**src/rtl/bus_arbiter.sv**
```systemverilog
// bus_arbiter: 16-master fair round-robin arbiter driving the registered one-hot AmCMUX select.
// Define ARB_LOCK_TIMEOUT_EN to force release of a lock held for LK_TMO cycles without completing.
// state | meaning
// IDLE  | no owner, parked on master 0
// OWN   | a requesting master owns the bus until its final beat completes
// LOCK  | owner holds the bus through a locked sequence
module bus_arbiter #(
    parameter int NM     = 16,
    parameter int LK_TMO = 64
) (
    input  logic                  CLK,
    input  logic                  RST,
    input  logic [NM-1:0]         MREQ,
    input  logic                  MmLK,
    input  logic [3:0]            MmRB,
    input  logic                  MsRDY,
    output logic [NM-1:0]         AmCMUX,
    output logic [$clog2(NM)-1:0] AmOWN,
    output logic                  AmBUSY,
    output logic                  AmTMO
);
    localparam int OW = $clog2(NM);

    typedef enum logic [1:0] {S_IDLE, S_OWN, S_LOCK} state_t;

    state_t        state_q, state_d;
    logic [NM-1:0] cmux_q, cmux_d, others;
    logic [OW-1:0] own_q, own_d, rr_q, rr_d;
    logic          busy_q, busy_d;
    logic          rel, release_now, forced;
`ifdef ARB_LOCK_TIMEOUT_EN
    localparam logic [15:0] TMO_LAST = 16'(LK_TMO - 1);
    logic [15:0]   cnt_q, cnt_d;
    logic          tmo_q, tmo_d;
`else
    logic          unused_lk_tmo;
    assign unused_lk_tmo = ^16'(LK_TMO);
`endif

    // First set bit above ptr, wrapping; ptr itself is tried last.
    function automatic logic [OW-1:0] pick(input logic [NM-1:0] req, input logic [OW-1:0] ptr);
        logic [OW-1:0] idx;
        pick = ptr;
        for (int k = NM; k >= 1; k--) begin
            idx = ptr + OW'(k);
            if (req[idx]) pick = idx;
        end
    endfunction

    assign rel = MsRDY & (MmRB == 4'd0) & ~MmLK;

    always_comb begin
        state_d     = state_q;
        own_d       = own_q;
        busy_d      = busy_q;
        rr_d        = rr_q;
        release_now = 1'b0;
        forced      = 1'b0;
        others      = MREQ;
        others[own_q] = 1'b0;
`ifdef ARB_LOCK_TIMEOUT_EN
        cnt_d = cnt_q;
        tmo_d = 1'b0;
`endif
        case (state_q)
            S_IDLE: begin
                if (|MREQ) begin
                    own_d   = pick(MREQ, rr_q);
                    busy_d  = 1'b1;
                    state_d = S_OWN;
                end
            end
            S_OWN: begin
                if (MsRDY & MmLK) begin
                    state_d = S_LOCK;
`ifdef ARB_LOCK_TIMEOUT_EN
                    cnt_d = 16'd0;
`endif
                end else if (rel) begin
                    release_now = 1'b1;
                end
            end
            S_LOCK: begin
                if (rel) begin
                    release_now = 1'b1;
                end
`ifdef ARB_LOCK_TIMEOUT_EN
                else if (cnt_q == TMO_LAST) begin
                    release_now = 1'b1;
                    forced      = 1'b1;
                    tmo_d       = 1'b1;
                end else begin
                    cnt_d = cnt_q + 16'd1;
                end
`endif
            end
            default: state_d = S_IDLE;
        endcase

        // A forced release never hands the bus back to the same owner.
        if (release_now) begin
            rr_d = own_q;
            if (|others) begin
                own_d   = pick(others, own_q);
                state_d = S_OWN;
            end else if (MREQ[own_q] & ~forced) begin
                state_d = S_OWN;
            end else begin
                own_d   = '0;
                busy_d  = 1'b0;
                state_d = S_IDLE;
            end
        end

        cmux_d        = '0;
        cmux_d[own_d] = 1'b1;
    end

    always_ff @(posedge CLK or posedge RST) begin
        if (RST) begin
            state_q <= S_IDLE;
            cmux_q  <= NM'(1);
            own_q   <= '0;
            busy_q  <= 1'b0;
            rr_q    <= '1;
`ifdef ARB_LOCK_TIMEOUT_EN
            cnt_q   <= 16'd0;
            tmo_q   <= 1'b0;
`endif
        end else begin
            state_q <= state_d;
            cmux_q  <= cmux_d;
            own_q   <= own_d;
            busy_q  <= busy_d;
            rr_q    <= rr_d;
`ifdef ARB_LOCK_TIMEOUT_EN
            cnt_q   <= cnt_d;
            tmo_q   <= tmo_d;
`endif
        end
    end

    assign AmCMUX = cmux_q;
    assign AmOWN  = own_q;
    assign AmBUSY = busy_q;
`ifdef ARB_LOCK_TIMEOUT_EN
    assign AmTMO  = tmo_q;
`else
    assign AmTMO  = 1'b0;
`endif

endmodule

```
**config.mk**
```make
export PLATFORM = sky130hd
export DESIGN_NAME = bus_arbiter
export DESIGN_NICKNAME = d
export VERILOG_FILES = /design/src/rtl/bus_arbiter.sv
export SDC_FILE = /design/constraint.sdc
export NUM_CORES = 1
export LEC_CHECK = 0
export ABC_AREA = 1
export BUFFER_PORTS_ARGS = -buffer_cell sky130_fd_sc_hd__buf_2
export CAP_MARGIN = 5
export CORE_UTILIZATION = 56
export CTS_CLUSTER_DIAMETER = 150
export DETAILED_ROUTE_END_ITERATION = 6
export PLACE_DENSITY_LB_ADDON = 0.25
export SYNTH_ARGS = -nofsm -noshare
export SYNTH_HDL_FRONTEND = slang
export SYNTH_SLANG_ARGS = --single-unit
export TNS_END_PERCENT = 50
```
**constraint.sdc**
```tcl
create_clock -name CLK -period 3.4 [get_ports CLK]
set_input_delay 0.68 -clock CLK [delete_from_list [all_inputs] [get_ports CLK]]
set_output_delay 0.68 -clock CLK [all_outputs]
set_load 0.1 [all_outputs]
```
==> flow_summary.toml, run 1 <==
[status]
status = "finished, final reports clean"

[global_route]
grt_max_degree = 28
met3_usage = 0.0455
top_usage_layer = "met2"
grt_pass1_wl_mm = 24.0
gr-total-overflow = 0
grt_pass1_vias = 4973
grtUsageMet2 = 0.514
antenna_found_initial = 0
grtUsageTotal = 0.332
met1_usage = 0.497

[run]
drv_cap = 0

[yosys]
synth_fp_nets = 941
seq_area_frac_synth = 0.139
yosys-top-cells-area = "nand2_1 24%, nand3_1 17%, dfrtp_1 11%"
yosysWarnings = 0
synth-seq-cells = 27
yosysTopAreaCell = "nand2_1"
avgSynthCellArea_sq_um = 5.48
synthCells = 893
synth_cell_types = 38
syn_area_sq_um = 4900
synth.top_cell.area_share = 0.238

[final_layout]
drive_above_1_share = 0.184
synthToLayoutAreaGrowth_pct = 13.2
n_antenna_cell = 0
fin_nets = 991

[floorplanning]
start_util = 0.587
num_io_pins = 46
die_area_sq_um = 9120
die_h_um = 95.5
core_sq_um = 8340
fp.dieW_um = 95.5
num_rows = 33

[hold_path]
holdCritPathClass = "flip-flop to flip-flop"
hp-start = "AmBUSY"

[timing]
finalSetupViolations = 0
maxSlewViolCount = 0
relSlewSlack = 0.355
min_period_over_period = 0.929
skew_ns = 0.00573
fin_crit_ns = 3.16
timing.hold.ws_ns = 0.511
worst_pin_slew_ns = 0.967
hold_violations = 0
max_freq_mhz = 317

[worst_setup_path]
crit_fanout = 18
end_kind = "flip-flop"
crit_required_ns = 3.61
cp.arrival_ns = 3.37
cp_common_cell = "nand2_1"
startpoint_type = "flip-flop"
crit_path_max_incr_delay_ns = 0.61
cp_cell_sequence = "inv_6 > ha_4 > inv_2 > buf_4 > nand3_1 > nand3_1 > nand2_1 > inv_1 > o21ai_1 > nor2_1 > nand2_1 > nand2_1 > nand2_1 > nand2_1 > nand2_1 > nand2_1 > nand2_1 > nand2_1 > nand2_1 > nand2_1 > nand2_2 > nand4_1 > nor2_1"
critPathKind = "flip-flop to flip-flop"
slowest_stage = "dfstp_2"
startpoint = "rr_q[0]"
timing.rr.start = "rr_q[0]"

[clocking]
cts_max_level = 1
cts-root-buf = "clkbuf_8"
ctsHoldBuffers = 0
cts_sinks = 27
path_clk_slew_ns = 0.09
cts_buffer_depth = 2
clk_latency_ns = 0.28
cts_buffers = 3
cts_tree = "built"

[routing]
dr.pass1.iters = 5
post_drt_via_cell_ratio = 5.68
ant_nets = 0
wl_per_cell_um = 14.5
routed_wl_mm = 15.2
drt_iter0_drc = 660
remaining_drc_errors = 0
vias = 5950

[placed_design]
hpwl_mm = 11.8
portBuffers = 44
gp_congestion = 1.09
per-layer routing:
| metal | up-vias | part of all wire | wire, um |
|---|---|---|---|
| met2 | 341 | 0.43 | 6500 |
| li1 | 2988 | - | - |
| met1 | 2596 | 0.44 | 6730 |
| met3 | 25 | 0.12 | 1790 |
| met5 | - | 0 | 0 |
| met4 | 0 | 0.011 | 160 |
metrics by stage:
stage               area [sq um]  setup WS [ns]   util  cells  setup TNS [ns]
floorplan                   4910         0.0170      -    893               0
global placement            5290          0.172  0.634   1040               0
detailed placement          5290          0.187  0.634   1040               0
CTS                         5340          0.159  0.640   1044               0
global route                5540       -0.00149  0.664   1047        -0.00149
finish                      5540          0.241  0.664   1047               0
path summary, 6_finish.rpt:
check                        endpoint  slack, ns  cells after the start
max reg2reg                 AmCMUX[9]       0.24                     23
min in group asynchronous  state_q[0]       0.61                      2
min                            AmBUSY       0.51                      2
max in group asynchronous    AmOWN[1]       2.09                      2
max                         AmCMUX[9]       0.24                     23
min reg2reg                    AmBUSY       0.51                      2
placed cells by master (no fill, tap or decap), drive strengths merged, types with 5 or more instances in the layout:
cell and count:
buf 71, o21ai 30, a21oi 72, nand2 335
nor2 48, dfstp 5, ha 24, nand4 6
dfrtp 22, xor2 9, o211ai 5, nand3 177
inv 115
worst max-delay path: cells and delay by family (launching register included):
family / cells / cell delay [ns]
AO/OA/AOI/OAI: 1 / 0.41
adder cells (fa/ha/maj): 1 / 0.29
buffers and inverters: 4 / 0.34
flip-flops: 1 / 0.61
AND/OR/NAND/NOR: 17 / 1.43
logic make-up (layout without fill, tap and decap cells):
kind of cell	count (synthesis)	in the layout	share of synthesized area
other	1	1	0.000766
DFF	27	27	0.139
xor gates and xnor gates	10	10	0.0256
and+or+nand+nor	569	569	0.512
adders and majority gates	24	24	0.0613
AOI/OAI and AO/OA	120	120	0.135
buffers and inverters	142	191	0.126
sequential cells by signal, summed over array words and instances, names as in the netlist:
| register | cells |
|---|---|
| AmCMUX | 16 |
| AmOWN | 4 |
| rr_q | 4 |
| state_q | 2 |
| AmBUSY | 1 |
synthesized netlist by cell type:
cell and instances:
conb_1 1, o21a_1 3, o21ai_1 7, o21ai_2 1, a21oi_2 1, inv_1 99
o21ai_0 22, a22o_1 2, nor2_1 48, buf_2 11, a21oi_1 71, inv_2 11
a31oi_1 3, inv_6 2, ha_1 24, clkinv_1 1, nand3_2 7, nand4_1 6
xnor2_2 1, nor4_1 2, o211ai_1 5, nand2_1 310, nand3_1 170, a221oi_1 2
or2_1 1, xor2_1 5, xor2_2 4, buf_6 5, clkbuf_1 5, o21bai_2 1
dfstp_2 5, a2111oi_0 2, dfrtp_1 22, nand2_2 19, inv_4 3, nand2_4 6
buf_1 1, buf_4 4
layout make-up:
| class | count | area (sq um) |
|---|---|---|
| Multi-Input combinational cell | 724 | 3750 |
| Fill cell | 816 | 2800 |
| Sequential cell | 27 | 692 |
| Timing Repair Buffer | 71 | 459 |
| Inverter | 116 | 457 |
| Tap cell | 105 | 131 |
| Clock buffer | 3 | 41.3 |
| Clock inverter | 1 | 7.51 |
what timing repair did:
item	in CTS	in global routing
gates resized for setup	0	44
buffers inserted	0	3
endpoints found under the setup margin	0	18
Power of run 1 is left out: the tool's default activity adds up to more than one toggle a clock period on the data nets, which glitch-free logic cannot reach.
==> run 2, diff against run 1 <==
Settings changed: CORE_UTILIZATION 56 to 60, SKIP_CTS_REPAIR_TIMING set to 1.
Clock period 3.4 ns to 3.1 ns, I/O delays scaled along.
==> run 2 against run 1 <==
Effect of this change:
- the run now ends with setup timing left
- critical endpoint is now AmCMUX[6]
- first-iteration DRC count is 12% higher
- worst setup slack worse by 0.37 ns
- critical path depth shrank 8
==> flow_summary.toml, run 2 (same netlist as run 1, synthesis figures left out) <==
[final_layout]
final_cells = 1088
fin_nets = 1035
final_common_cell = "nand2_1"
drive_above_1_share = 0.287
final_cell_mix = "278 x nand2_1, 152 x nand3_1, 89 x inv_1"
n_antenna_cell = 0
synthToLayoutAreaGrowth_pct = 27.7
largest_reg_flops = 16

[placed_design]
gp_congestion = 1.02
place_inst = 1065
hpwl_mm = 13.5
portBuffers = 44

[global_route]
met3_usage = 0.0435
grt_pass1_wl_mm = 27.4
antenna_found_initial = 0
grt_max_degree = 28
gr-total-overflow = 0
met1_usage = 0.559
grtUsageTotal = 0.400
grt_pass1_vias = 5724
grtUsageMet2 = 0.651
top_usage_layer = "met2"

[worst_setup_path]
cp.arrival_ns = 3.43
crit_path_max_incr_delay_ns = 0.59
rr_worst_depth = 15
crit_fanout = 8
cp_cell_sequence = "inv_8 > ha_4 > nand2_2 > buf_4 > a2111oi_1 > nand4_1 > inv_1 > nor2_1 > nor2_1 > inv_1 > a21oi_1 > o21ai_2 > nand2_2 > nand2_2 > nor2_1"
timing.rr.start = "AmOWN[2]"
crit_required_ns = 3.30
end_kind = "flip-flop"
reg2reg_to = "AmCMUX[6]"
startpoint_type = "flip-flop"
slowest_stage = "dfrtp_4"
rrSetupSlack_ns = -0.13
critPathKind = "flip-flop to flip-flop"

[timing]
skew_ns = 0.0104
maxSlewViolCount = 0
max_freq_mhz = 310
min_period_over_period = 1.04
finalSetupViolations = 16
relSlewSlack = 0.521
fin_crit_ns = 3.23
worst_pin_slew_ns = 0.710
hold_violations = 0
grt_setup_unrepaired = "true"
worst_slack_ns = -0.131

[routing]
routed_wl_mm = 18.5
wl_per_cell_um = 17.0
remaining_drc_errors = 0
drt_iter0_drc = 736
post_drt_via_cell_ratio = 6.22
vias = 6769
ant_nets = 0
dr.pass1.iters = 6

[clocking]
clk_latency_ns = 0.28
path_clk_slew_ns = 0.10
cts_tree = "built"
cts_max_level = 1
cts_buffers = 3
cts_sinks = 27
cts-root-buf = "clkbuf_8"
cts_buffer_depth = 2

[status]
violations = "setup timing"
status = "finished, violations left"

[floorplanning]
die_area_sq_um = 8520
die_h_um = 92.3
core_sq_um = 7810
num_rows = 32
start_util = 0.627
fp.dieW_um = 92.3
num_io_pins = 46

[run]
drv_cap = 0

[hold_path]
holdCritPathClass = "input pin to async pin"
==> run 2: cell count changes in the layout (fill, tap and decap cells not counted), sizes merged <==
cell	before	now
buf	71	114
inv	115	116
clkinv	1	0
clkbuf	3	4
==> run 2: worst max path at each step <==
stage / start / to / slack (ns) / cells past startpoint
after floorplan: AmOWN[2] / AmCMUX[1] / 0.03 / 32
after global placement: AmOWN[2] / AmCMUX[3] / -0.12 / 16
after global routing: rr_q[0] / AmCMUX[8] / -0.34 / 27
after CTS: AmOWN[2] / AmCMUX[1] / -0.28 / 16
after detailed placement: AmOWN[2] / AmCMUX[1] / -0.22 / 16
final: AmOWN[2] / AmCMUX[6] / -0.13 / 15
==> run 2: metrics by stage <==
stage | setup TNS [ns] | hold WS [ns] | setup slack [ns] | utilization | instance area [sq um]
2_1_floorplan | 0 | 0.566 | 0.0296 | - | 5000
3_3_place_gp | -1.38 | 0.513 | -0.119 | 0.708 | 5530
3_5_place_dp | -2.88 | 0.548 | -0.222 | 0.708 | 5530
4_1_cts | -3.74 | 0.420 | -0.278 | 0.714 | 5580
5_1_grt | -4.11 | 0.447 | -0.339 | 0.800 | 6250
6_report | -1.59 | 0.408 | -0.131 | 0.800 | 6250
==> run 2: area by class of cell <==
class	count	area [sq um]
clock buffers	3	41.3
clock inverters	1	7.51
fillers	579	1560
inverters	116	478
multi-input cells	724	4090
flip-flops and latches	27	694
well taps	102	128
repair buffers	115	810
==> run 2: metal layers <==
layer	routed length (um)	vias up
li1	-	3087
met1	7250	3028
met2	8140	544
met3	2350	110
met4	801	0
met5	0	-
==> run 2: critical path: cells and delay by family (launching register included) <==
family	cells	cell delay [ns]
adders and majority gates	1	0.19
DFF	1	0.59
and+or+nand+nor	7	1.00
buffers and inverters	4	0.53
AOI/OAI and AO/OA	3	0.84
Power of run 2 is left out for the same reason.
==> run 3, diff against run 2 <==
Settings changed: CTS_BUF_LIST set to sky130_fd_sc_hd__clkbuf_16.
==> run 3 against run 2 <==
Effect of this change:
- cell count is essentially flat
- utilization shrank 0.37 points
- first-iteration DRC count shrank 18%
- clock-buffer cell count is the same
- die area is the same
- via count shrank 0.47%
- critical path depth grew 14
- the flow finishes with violations (DRC, setup timing)
- routed wire length grew 2.4%
- hold slack gained 0.017 ns
- sequential share of layout area grew 0.051 points
- global-route usage grew 1.4 points
- clock skew shrank 0.0057 ns
==> flow_summary.toml, run 3 (same netlist as run 1, synthesis figures left out) <==
[status]
status = "finished, violations left"
violations = "DRC, setup timing"

[timing]
tns_ns = -1.28
fin_crit_ns = 3.24
grt_setup_unrepaired = "true"
hold_violations = 0
maxSlewViolCount = 0
max_freq_mhz = 309
timing.hold.ws_ns = 0.425
skew_ns = 0.00472
relSlewSlack = 0.496
worst_slack_ns = -0.137
worst_pin_slew_ns = 0.748
min_period_over_period = 1.04
finalSetupViolations = 16

[placed_design]
pre_cts_slack_ns = -0.222
hpwl_mm = 13.5
place_inst = 1065
gp_congestion = 1.02
portBuffers = 44

[worst_setup_path]
cp_common_cell = "nand2_1"
end_kind = "flip-flop"
critPathKind = "flip-flop to flip-flop"
slowest_stage = "dfstp_2"
crit_path_max_incr_delay_ns = 0.56
crit_fanout = 10
startpoint_type = "flip-flop"
crit_required_ns = 3.29
rr_worst_depth = 29
startpoint = "rr_q[1]"
timing.rr.start = "rr_q[1]"
cp.arrival_ns = 3.43

[clocking]
cts_buffer_depth = 2
cts-root-buf = "clkbuf_16"
clk_latency_ns = 0.27
path_clk_slew_ns = 0.07
cts_tree = "built"
cts_buffers = 3
cts_sinks = 27
cts_max_level = 1

[global_route]
grtUsageTotal = 0.414
grt_pass1_wl_mm = 28.3
grt_pass1_vias = 5835
grt_max_degree = 28
gr-total-overflow = 0
antenna_found_initial = 0

[floorplanning]
start_util = 0.627
die_area_sq_um = 8520
num_io_pins = 46
fp.dieW_um = 92.3
core_sq_um = 7810
num_rows = 32
die_h_um = 92.3

[routing]
dr.pass1.iters = 7
drt_iter0_drc = 602
ant_nets = 0
routed_wl_mm = 19.0
wl_per_cell_um = 17.4
vias = 6737
post_drt_via_cell_ratio = 6.19
remaining_drc_errors = 2

[final_layout]
drive_above_1_share = 0.276
fillers = 578
seq_area_sq_um = 694
final_common_cell = "nand2_1"
fin_nets = 1036
n_antenna_cell = 0
synthToLayoutAreaGrowth_pct = 27.1
final_cells = 1089
multiInputGateArea_sq_um = 4040
largest_reg_flops = 16
final_cell_mix = "288 x nand2_1, 154 x nand3_1, 89 x inv_1"

[hold_path]
holdCritPathClass = "input pin to async pin"

[run]
drv_cap = 0
run 3: cell count changes in the layout (fill, tap and decap cells not counted), sizes merged:
cell / before / now
buf: 114 / 116
clkbuf: 4 / 3
run 3: layout make-up:
cell class	instances	area share
multi-input cells	724	0.649
repair buffers	116	0.128
flip-flops and latches	27	0.112
inverters	116	0.0772
well taps	102	0.0205
clock buffers	3	0.0121
clock inverters	1	0.00121
run 3: per-layer routing:
| layer | GRT usage | wire, um | up-vias |
|---|---|---|---|
| met5 | 0 | 0 | - |
| met4 | 0.124 | 944 | 0 |
| met3 | 0.0484 | 2450 | 115 |
| met2 | 0.677 | 8220 | 585 |
| met1 | 0.572 | 7380 | 2948 |
| li1 | - | - | 3089 |
run 3: worst max-delay path, delay by kind of cell (launching register included):
| kind | cells | cell delay (ns) |
|---|---|---|
| AO/OA/AOI/OAI | 1 | 0.08 |
| adder cells (fa/ha/maj) | 1 | 0.31 |
| flip-flops | 1 | 0.56 |
| buffers and inverters | 3 | 0.28 |
| AND/OR/NAND/NOR | 24 | 1.93 |
run 3: final timing paths:
| check | slack (ns) | to |
|---|---|---|
| worst max-delay path | -0.14 | AmCMUX[8] |
| min in group CLK | 0.60 | rr_q[3] |
| worst min-delay path | 0.42 | AmCMUX[12] |
| worst min register to register | 0.60 | rr_q[3] |
| worst max register to register | -0.14 | AmCMUX[8] |
| max in group asynchronous | 2.38 | rr_q[0] |
run 3: through the flow:
step / cell area (sq um) / utilization
global route: 6220 / 0.797
global placement: 5530 / 0.708
finish: 6220 / 0.797
detailed placement: 5530 / 0.708
floorplan: 5000 / -
CTS: 5610 / 0.718
Power of run 3 is left out for the same reason.
